## config.mk

```make
export PLATFORM = sky130hd
export DESIGN_NAME = muldiv_ctrl
export DESIGN_NICKNAME = d
export VERILOG_FILES = /design/src/rtl/muldiv_ctrl.sv
export SDC_FILE = /design/constraint.sdc
export NUM_CORES = 2
export LEC_CHECK = 0
export BUFFER_PORTS_ARGS = -buffer_cell sky130_fd_sc_hd__clkbuf_2
export CAP_MARGIN = 20
export CORE_UTILIZATION = 65
export CTS_CLUSTER_DIAMETER = 100
export DETAILED_ROUTE_END_ITERATION = 8
export PLACE_DENSITY = 0.92
export SETUP_SLACK_MARGIN = 0.5
export SLEW_MARGIN = 20
export SYNTH_ARGS = -nofsm -noshare
export SYNTH_HDL_FRONTEND = slang
export SYNTH_SLANG_ARGS = --single-unit
```

## constraint.sdc

```tcl
create_clock -name clk -period 11.3 [get_ports clk]
set_clock_uncertainty 0.1 [all_clocks]
set_input_delay 1.695 -clock clk [delete_from_list [all_inputs] [get_ports clk]]
set_output_delay 1.695 -clock clk [all_outputs]
set_load 0.02 [all_outputs]
```

## src/rtl/muldiv_ctrl.sv

```systemverilog
// muldiv_ctrl: multi-cycle multiply/divide sequencer that owns HI/LO writeback.
// One request is accepted at a time. A multiply waits MUL_LAT cycles before its
// result is ready. A divide uses a 1-bit/cycle restoring divider. The block
// holds the pipeline via stallreq while busy, then pulses the HI/LO write.
// Optional feature: define MULDIV_EARLY_EXIT_EN to finish a divide in one cycle
// when |dividend| < |divisor|.
module muldiv_ctrl #(
  parameter int MUL_LAT = 2,
  parameter int DATA_W  = 32
) (
  input  logic              clk,
  input  logic              rst,
  input  logic              flush,
  input  logic              start,
  input  logic [1:0]        op,
  input  logic [DATA_W-1:0] src_a,
  input  logic [DATA_W-1:0] src_b,
  output logic              stallreq,
  output logic              busy,
  output logic              done,
  output logic              hi_we,
  output logic              lo_we,
  output logic [DATA_W-1:0] hi_wdata,
  output logic [DATA_W-1:0] lo_wdata,
  output logic              div_by_zero
);

  localparam int CW = $clog2(DATA_W);

  typedef enum logic [1:0] {S_IDLE, S_MUL, S_DIV, S_DONE} state_t;

  state_t state, state_nxt;

  logic [CW-1:0]       cnt;
  logic [DATA_W-1:0]   mag_b, rem, quo;
  logic [2*DATA_W-1:0] prod;
  logic                neg_q, neg_r, dbz_r;

  logic                accept, is_div, is_signed, b_zero, early;
  logic                mul_last, div_last;
  logic [DATA_W-1:0]   abs_a, abs_b, rem_nxt, quo_nxt;
  logic [2*DATA_W-1:0] ext_a, ext_b;
  logic [DATA_W:0]     rem_sh, rem_diff;

  assign is_div    = op[1];
  assign is_signed = ~op[0];
  // rst is included so stallreq stays low while reset is held
  assign accept    = (state == S_IDLE) & start & ~flush & ~rst;
  assign b_zero    = (src_b == '0);
  assign abs_a     = (is_signed & src_a[DATA_W-1]) ? -src_a : src_a;
  assign abs_b     = (is_signed & src_b[DATA_W-1]) ? -src_b : src_b;

`ifdef MULDIV_EARLY_EXIT_EN
  assign early = (abs_a < abs_b);
`else
  assign early = 1'b0;
`endif

  // Sign- or zero-extend to 64 bits so one truncated multiply serves both forms
  assign ext_a = is_signed ? {{DATA_W{src_a[DATA_W-1]}}, src_a} : {{DATA_W{1'b0}}, src_a};
  assign ext_b = is_signed ? {{DATA_W{src_b[DATA_W-1]}}, src_b} : {{DATA_W{1'b0}}, src_b};

  // Restoring divider step; quo doubles as the dividend shift register.
  // Bit DATA_W of the 33-bit difference is the borrow (rem_sh < |b|).
  assign rem_sh   = {rem, quo[DATA_W-1]};
  assign rem_diff = rem_sh - {1'b0, mag_b};
  assign rem_nxt  = rem_diff[DATA_W] ? rem_sh[DATA_W-1:0] : rem_diff[DATA_W-1:0];
  assign quo_nxt  = {quo[DATA_W-2:0], ~rem_diff[DATA_W]};

  assign mul_last = (state == S_MUL) & (cnt == CW'(MUL_LAT - 1));
  assign div_last = (state == S_DIV) & (cnt == CW'(DATA_W - 1));

  // State register
  always_ff @(posedge clk or posedge rst) begin
    if (rst) state <= S_IDLE;
    else     state <= state_nxt;
  end

  // Next-state logic; flush returns to IDLE from anywhere
  always_comb begin
    state_nxt = state;
    if (flush) begin
      state_nxt = S_IDLE;
    end else begin
      case (state)
        S_IDLE: if (accept) begin
          if (!is_div)              state_nxt = S_MUL;
          else if (b_zero || early) state_nxt = S_DONE;
          else                      state_nxt = S_DIV;
        end
        S_MUL:  if (mul_last) state_nxt = S_DONE;
        S_DIV:  if (div_last) state_nxt = S_DONE;
        S_DONE: state_nxt = S_IDLE;
        default: state_nxt = S_IDLE;
      endcase
    end
  end

  // Outputs; write pulse is suppressed by a flush in DONE
  always_comb begin
    stallreq    = 1'b0;
    busy        = 1'b0;
    done        = 1'b0;
    hi_we       = 1'b0;
    lo_we       = 1'b0;
    div_by_zero = 1'b0;
    busy        = (state != S_IDLE);
    stallreq    = accept | (((state == S_MUL) | (state == S_DIV)) & ~flush);
    done        = (state == S_DONE) & ~flush;
    hi_we       = done;
    lo_we       = done;
    div_by_zero = done & dbz_r;
  end

  // Datapath: operand capture, divider iteration and HI/LO result registers
  always_ff @(posedge clk or posedge rst) begin
    if (rst) begin
      cnt      <= '0;
      mag_b    <= '0;
      rem      <= '0;
      quo      <= '0;
      prod     <= '0;
      neg_q    <= 1'b0;
      neg_r    <= 1'b0;
      dbz_r    <= 1'b0;
      hi_wdata <= '0;
      lo_wdata <= '0;
    end else begin
      case (state)
        S_IDLE: if (accept) begin
          cnt   <= '0;
          dbz_r <= is_div & b_zero;
          if (!is_div) begin
            prod <= ext_a * ext_b;
          end else begin
            mag_b <= abs_b;
            quo   <= abs_a;
            rem   <= '0;
            neg_q <= is_signed & (src_a[DATA_W-1] ^ src_b[DATA_W-1]);
            neg_r <= is_signed & src_a[DATA_W-1];
            // Short-circuit divides resolve here, HI is simply the raw dividend
            if (b_zero || early) begin
              hi_wdata <= src_a;
              lo_wdata <= b_zero ? '1 : '0;
            end
          end
        end
        S_MUL: begin
          cnt <= cnt + CW'(1);
          if (mul_last && !flush) {hi_wdata, lo_wdata} <= prod;
        end
        S_DIV: begin
          cnt <= cnt + CW'(1);
          rem <= rem_nxt;
          quo <= quo_nxt;
          if (div_last && !flush) begin
            lo_wdata <= neg_q ? -quo_nxt : quo_nxt;
            hi_wdata <= neg_r ? -rem_nxt : rem_nxt;
          end
        end
        default: ;
      endcase
    end
  end

endmodule

```

# == Yosys cells after proc, flatten, opt, wreduce, memory -nomap -nowiden ==
# Index checks and enable logic that the tools add are counted.
# classes
eq_ne,13
bitwise_logic,20
n_reduce_logical,17
muxes,34
addsub,6
multipliers,1
# op_table
operator,count
$mux W32,19
$pmux W32 S3,2
$mux W64,2
$neg A32 Y32,4
$pmux W32 S2,2
$mul A64 B64 Y64,1
$sub A33 B32 Y33,1
$logic_not A32 Y1,1
$and A1 B1 Y1,12
$reduce_and A3 Y1,4
$mux W2,5
$pmux W5 S2,1
$ne A3 B3 Y1 const B,3
$pmux W2 S4,1
$ne A2 B2 Y1 const B,3
$reduce_and A6 Y1,1
$reduce_bool A2 Y1,3
$add A5 B1 Y5 const B,1
$eq A5 B1 Y1 const B,1
$eq A5 B5 Y1 const B,1
$mux W5,1
$not A1 Y1,5
$eq A2 B2 Y1 const B,2
$ne A2 B1 Y1 const B,2
10 further kinds,13
# word_totals
input_bits,70
regBits,234
word_cells,102

# == Logic depth before layout (Yosys ltp) ==
# logic_depth
depth_word,7
depth_mapped,39
ltp_nobuf,35

# == Worst setup path before layout ==
# No wires, ideal clock.
# synth_path
kind,input-to-reg
start,input src_a[31]
end,register prod[63]
required_time_ps,11067
path_stages,34
arrival_ps,11512
slack_ps,-445
path_buffers,5
path_cell_list,clkbuf_1 nor2b_1 clkbuf_1 clkbuf_1 clkbuf_1 clkbuf_1 nand2_1 fa_1 inv_1 fa_1 fa_1 inv_1 fa_1 inv_1 fa_1 fa_1 fa_1 fa_1 fa_1 inv_1 fa_1 inv_1 ha_1 a21o_1 a21o_1 a21oi_1 o21a_1 o21ai_0 a2111oi_0 a2111oi_2 a211o_1 a31o_2 xnor2_1 o21ai_0
# synth_via
elab_chain_len,2
# synth_rtl
item,line,rtl
from (decl),16,"input logic [DATA_W-1:0] src_a,"
$mux W64,60,"assign ext_a = is_signed ? {{DATA_W{src_a[DATA_W-1]}}, src_a} : {{DATA_W{1'b0}}, src_a};"
$mul A64 B64 Y64,134,prod <= ext_a * ext_b;
to (signal assigned),134,
to (decl),36,logic [2*DATA_W-1:0] prod;
# No other way between the ends.
# A chain may end at the register's enable or synchronous reset.

# == Final worst setup path ==
# layout_path
start,input src_a[13]
end,register prod[49]
# Same word-level chain as after synthesis.

==> impl_metrics.tcl <==
set metrics [dict create \
    outcome "finished, final reports clean" \
    yosysUniqueCellTypes 93 \
    timing.hold.worst.start "prod[31]" \
    dp_hpwl_um 167000 \
    drv.max_cap_violation_count 0 \
    slew_viol_final 0 \
    max_freq_mhz 93.2 \
    endpoint_kind "register" \
    cts_tree "yes" \
    rr_startpoint "quo[31]" \
    r2r_setup_slack_ns 4.73 \
    net_count_after_synthesis 8827 \
    synth_flop_cell "sky130_fd_sc_hd__dfrtp_1" \
    quantity_of_hold_fixing_buffers_added_after_cts 0 \
    clock_insertion_delay_worst_skew_ns 0.54 \
    setup_viol 0 \
    final_core_utilization 0.688 \
    hp-class "reg -> reg" \
    area.growth.synth_to_final_pct 5.09 \
    gate_count_post_synth 6983 \
    synth_enable_flop_cells 0 \
    drt_wirelength_um 201000 \
    clockRootBuffer "sky130_fd_sc_hd__clkbuf_16" \
    global_route.overflow_total 0 \
    critical_path.max_fanout 15 \
    nNetsFinal 8789 \
    grt_setup_unrepaired "false" \
    min_period_over_period 0.950 \
    die_h_um 314 \
    period_minus_slack_ns 10.74 \
    drt_pass1_iterations 7 \
    avgSynthCellArea_sq_um 9.05 \
    initial_utilization 0.655 \
    worst_slew_pin_slew_ns 0.997 \
    worst_hold_path.endpoint "prod[31]" \
    detail-route-antenna-nets 0 \
    place.gp.congestion 1.08 \
    final_design_area_no_fill_sq_um 66400 \
    detail_route.vias_per_cell 6.17 \
    initialDrtViolationCount 6085 \
    final.fill_count 6880 \
    number_of_antenna_violations_at_the_first_check_in_global_routing 13 \
    post_route_cells_drive_above_1_share 0.0615 \
    synthesis.area_sq_um 63200 \
    worstHoldPathCells 2 \
    vias_in_the_first_global_route 54100 \
    timing.slew.headroom 0.327 \
    crit_arrival_ns 11.08 \
    post-route-drc-count 0 \
    setup.worst_path.start_class "input port" \
    worst_ep_required_time_ns 11.64 \
    floorplan.io_pins 140 \
    wl_per_cell_um 24.4 \
    clock_path_buffers 3 \
    die-area_sq_um 98500 \
    num_rows 114 \
    area_of_placed_instances_sq_um 65600 \
    tritoncts_buffer_count 23 \
    cts.sink_count 234 \
    critical_path.slowest_cell "sky130_fd_sc_hd__fa_1" \
    postSynthRegisterBits 234 \
    crit_path_frequent_cell "sky130_fd_sc_hd__fa_1" \
    ff2ff_path_depth 24 \
    tns_ns 0 \
    via_count 50800 \
    worst-setup-path-type "in -> reg" \
    cpLargestDelayFamily "adder cells" \
    synth-seq-area-share 0.0926 \
    path_buf_inv 9 \
    grt_start_max_net_pins 77 \
    asyncSetResetFlopFracSynth 1.00 \
    grt_util_all_layers 0.418 \
    timing.final.hold_violations 0 \
    yosys_warnings 0 \
    io_buffers 139 \
    critical-path-max-stage-delay_ns 0.54 \
    wire_length_of_the_first_global_routing_pass_um 310000 \
    cts_htree_levels 1 \
    core-area_sq_um 96600 \
    die_w_um 314 \
    worst_setup_hold_path_clk_slew_ns 0.07 \
    regToRegEndpoint "hi_wdata[20]" \
]
[per-stage QoR]
| stage | std cells | hold slack [ns] | setup slack (ns) |
|---|---|---|---|
| after floorplan | 6983 | 0.339 | 0.520 |
| after global placement | 8189 | 0.361 | 0.154 |
| after detailed placement | 8189 | 0.371 | 0.165 |
| after CTS | 8230 | 0.385 | 0.712 |
| after global routing | 8239 | 0.398 | 0.484 |
| final | 8246 | 0.384 | 0.565 |
[cell families (layout without fill, tap and decap cells)]
group                      after synthesis  after routing  share of synthesized area
DFF                                    234            234                     0.0926
other                                    0              9                          0
and+or+nand+nor                       1888           1888                      0.144
xor gates and xnor gates               254            254                     0.0352
adders and majority gates             1775           1775                      0.519
buffers and inverters                 1983           1961                      0.118
AOI/OAI and AO/OA                      814            814                     0.0843
muxes                                   35             35                    0.00570
[Yosys cell counts (21+ instances only)]
library cell | n | area (sq um)
sky130_fd_sc_hd__mux2i_1 | 27 | 270
sky130_fd_sc_hd__ha_1 | 359 | 4490
sky130_fd_sc_hd__nor3_1 | 51 | 255
sky130_fd_sc_hd__fa_1 | 1415 | 28300
sky130_fd_sc_hd__xor2_1 | 79 | 692
sky130_fd_sc_hd__o21ai_0 | 269 | 1350
sky130_fd_sc_hd__xnor2_1 | 175 | 1530
sky130_fd_sc_hd__nand2_1 | 840 | 3150
sky130_fd_sc_hd__inv_1 | 1587 | 5960
sky130_fd_sc_hd__nor2_1 | 198 | 743
sky130_fd_sc_hd__and3_1 | 21 | 131
sky130_fd_sc_hd__a21oi_1 | 173 | 866
sky130_fd_sc_hd__o31ai_1 | 46 | 345
sky130_fd_sc_hd__clkbuf_1 | 332 | 1250
sky130_fd_sc_hd__nand3_1 | 75 | 375
sky130_fd_sc_hd__a221oi_1 | 28 | 245
sky130_fd_sc_hd__a41oi_1 | 32 | 280
sky130_fd_sc_hd__a21o_1 | 62 | 465
sky130_fd_sc_hd__dfrtp_1 | 234 | 5860
sky130_fd_sc_hd__nand2b_1 | 23 | 144
sky130_fd_sc_hd__and2_1 | 583 | 3650
sky130_fd_sc_hd__a31oi_1 | 27 | 169
sky130_fd_sc_hd__buf_1 | 42 | 158
[worst register-to-register path: cells and delay by family (launching register included)]
kind	cells	cell delay, ns
adders and majority gates	3	0.93
and+or+nand+nor	4	0.64
muxes	1	0.23
AOI/OAI and AO/OA	10	3.11
xor gates and xnor gates	1	0.20
DFF	1	0.44
buffers and inverters	5	0.79
[per-layer routing]
layer,global-route usage,routed length [um],up-vias
met5,0,75,-
met4,0.241,14800,10
met3,0.129,27700,927
met2,0.644,88600,3717
met1,0.526,69700,25300
li1,-,-,20900
[area by class of cell]
cell class              instances  area [sq um]  share of cell area
diodes                          9          22.5            0.000339
clock buffers                  31           636             0.00957
clock inverters                10          96.3             0.00145
inverters                    1588          5970              0.0898
multi-input cells            4766         50000               0.752
flip-flops and latches        234          5860              0.0882
well taps                    1276          1600              0.0240
repair buffers                332          2280              0.0343
[cells in the final DEF, fill, tap and decap left out, types with 46 or more instances in the layout]
master                     count
sky130_fd_sc_hd__inv_1      1586
sky130_fd_sc_hd__fa_1       1411
sky130_fd_sc_hd__nand2_1     839
sky130_fd_sc_hd__and2_1      582
sky130_fd_sc_hd__ha_1        356
sky130_fd_sc_hd__o21ai_0     268
sky130_fd_sc_hd__dfrtp_1     234
sky130_fd_sc_hd__nor2_1      197
sky130_fd_sc_hd__buf_4       181
sky130_fd_sc_hd__xnor2_1     175
sky130_fd_sc_hd__a21oi_1     173
sky130_fd_sc_hd__clkbuf_2    138
sky130_fd_sc_hd__xor2_1       79
sky130_fd_sc_hd__nand3_1      75
sky130_fd_sc_hd__a21o_1       62
sky130_fd_sc_hd__nor3_1       51
sky130_fd_sc_hd__o31ai_1      46
[state kept, by name, summed over array words and instances (netlist names)]
name and flops:
prod 64, hi_wdata 32, lo_wdata 32, mag_b 32, quo 32, rem 32, cnt 5, state 2
dbz_r 1, neg_q 1, neg_r 1
[how the worst max path moves through the flow]
stage	from	end	slack, ns	cells past startpoint
5_1_grt	op[0]	prod[63]	0.48	34
4_1_cts	src_b[1]	prod[57]	0.71	31
3_3_place_gp	src_a[22]	prod[63]	0.15	31
3_5_place_dp	op[0]	prod[57]	0.17	33
2_1_floorplan	src_a[31]	prod[63]	0.52	34
6_report	src_a[13]	prod[49]	0.56	31
[what timing repair did]
action,CTS,global route
buffers inserted,0,7
setup endpoints to repair,0,10
resized for setup,0,10
Power is left out: the tool's default activity adds up to more than one toggle a clock period on the data nets, which glitch-free logic cannot reach.
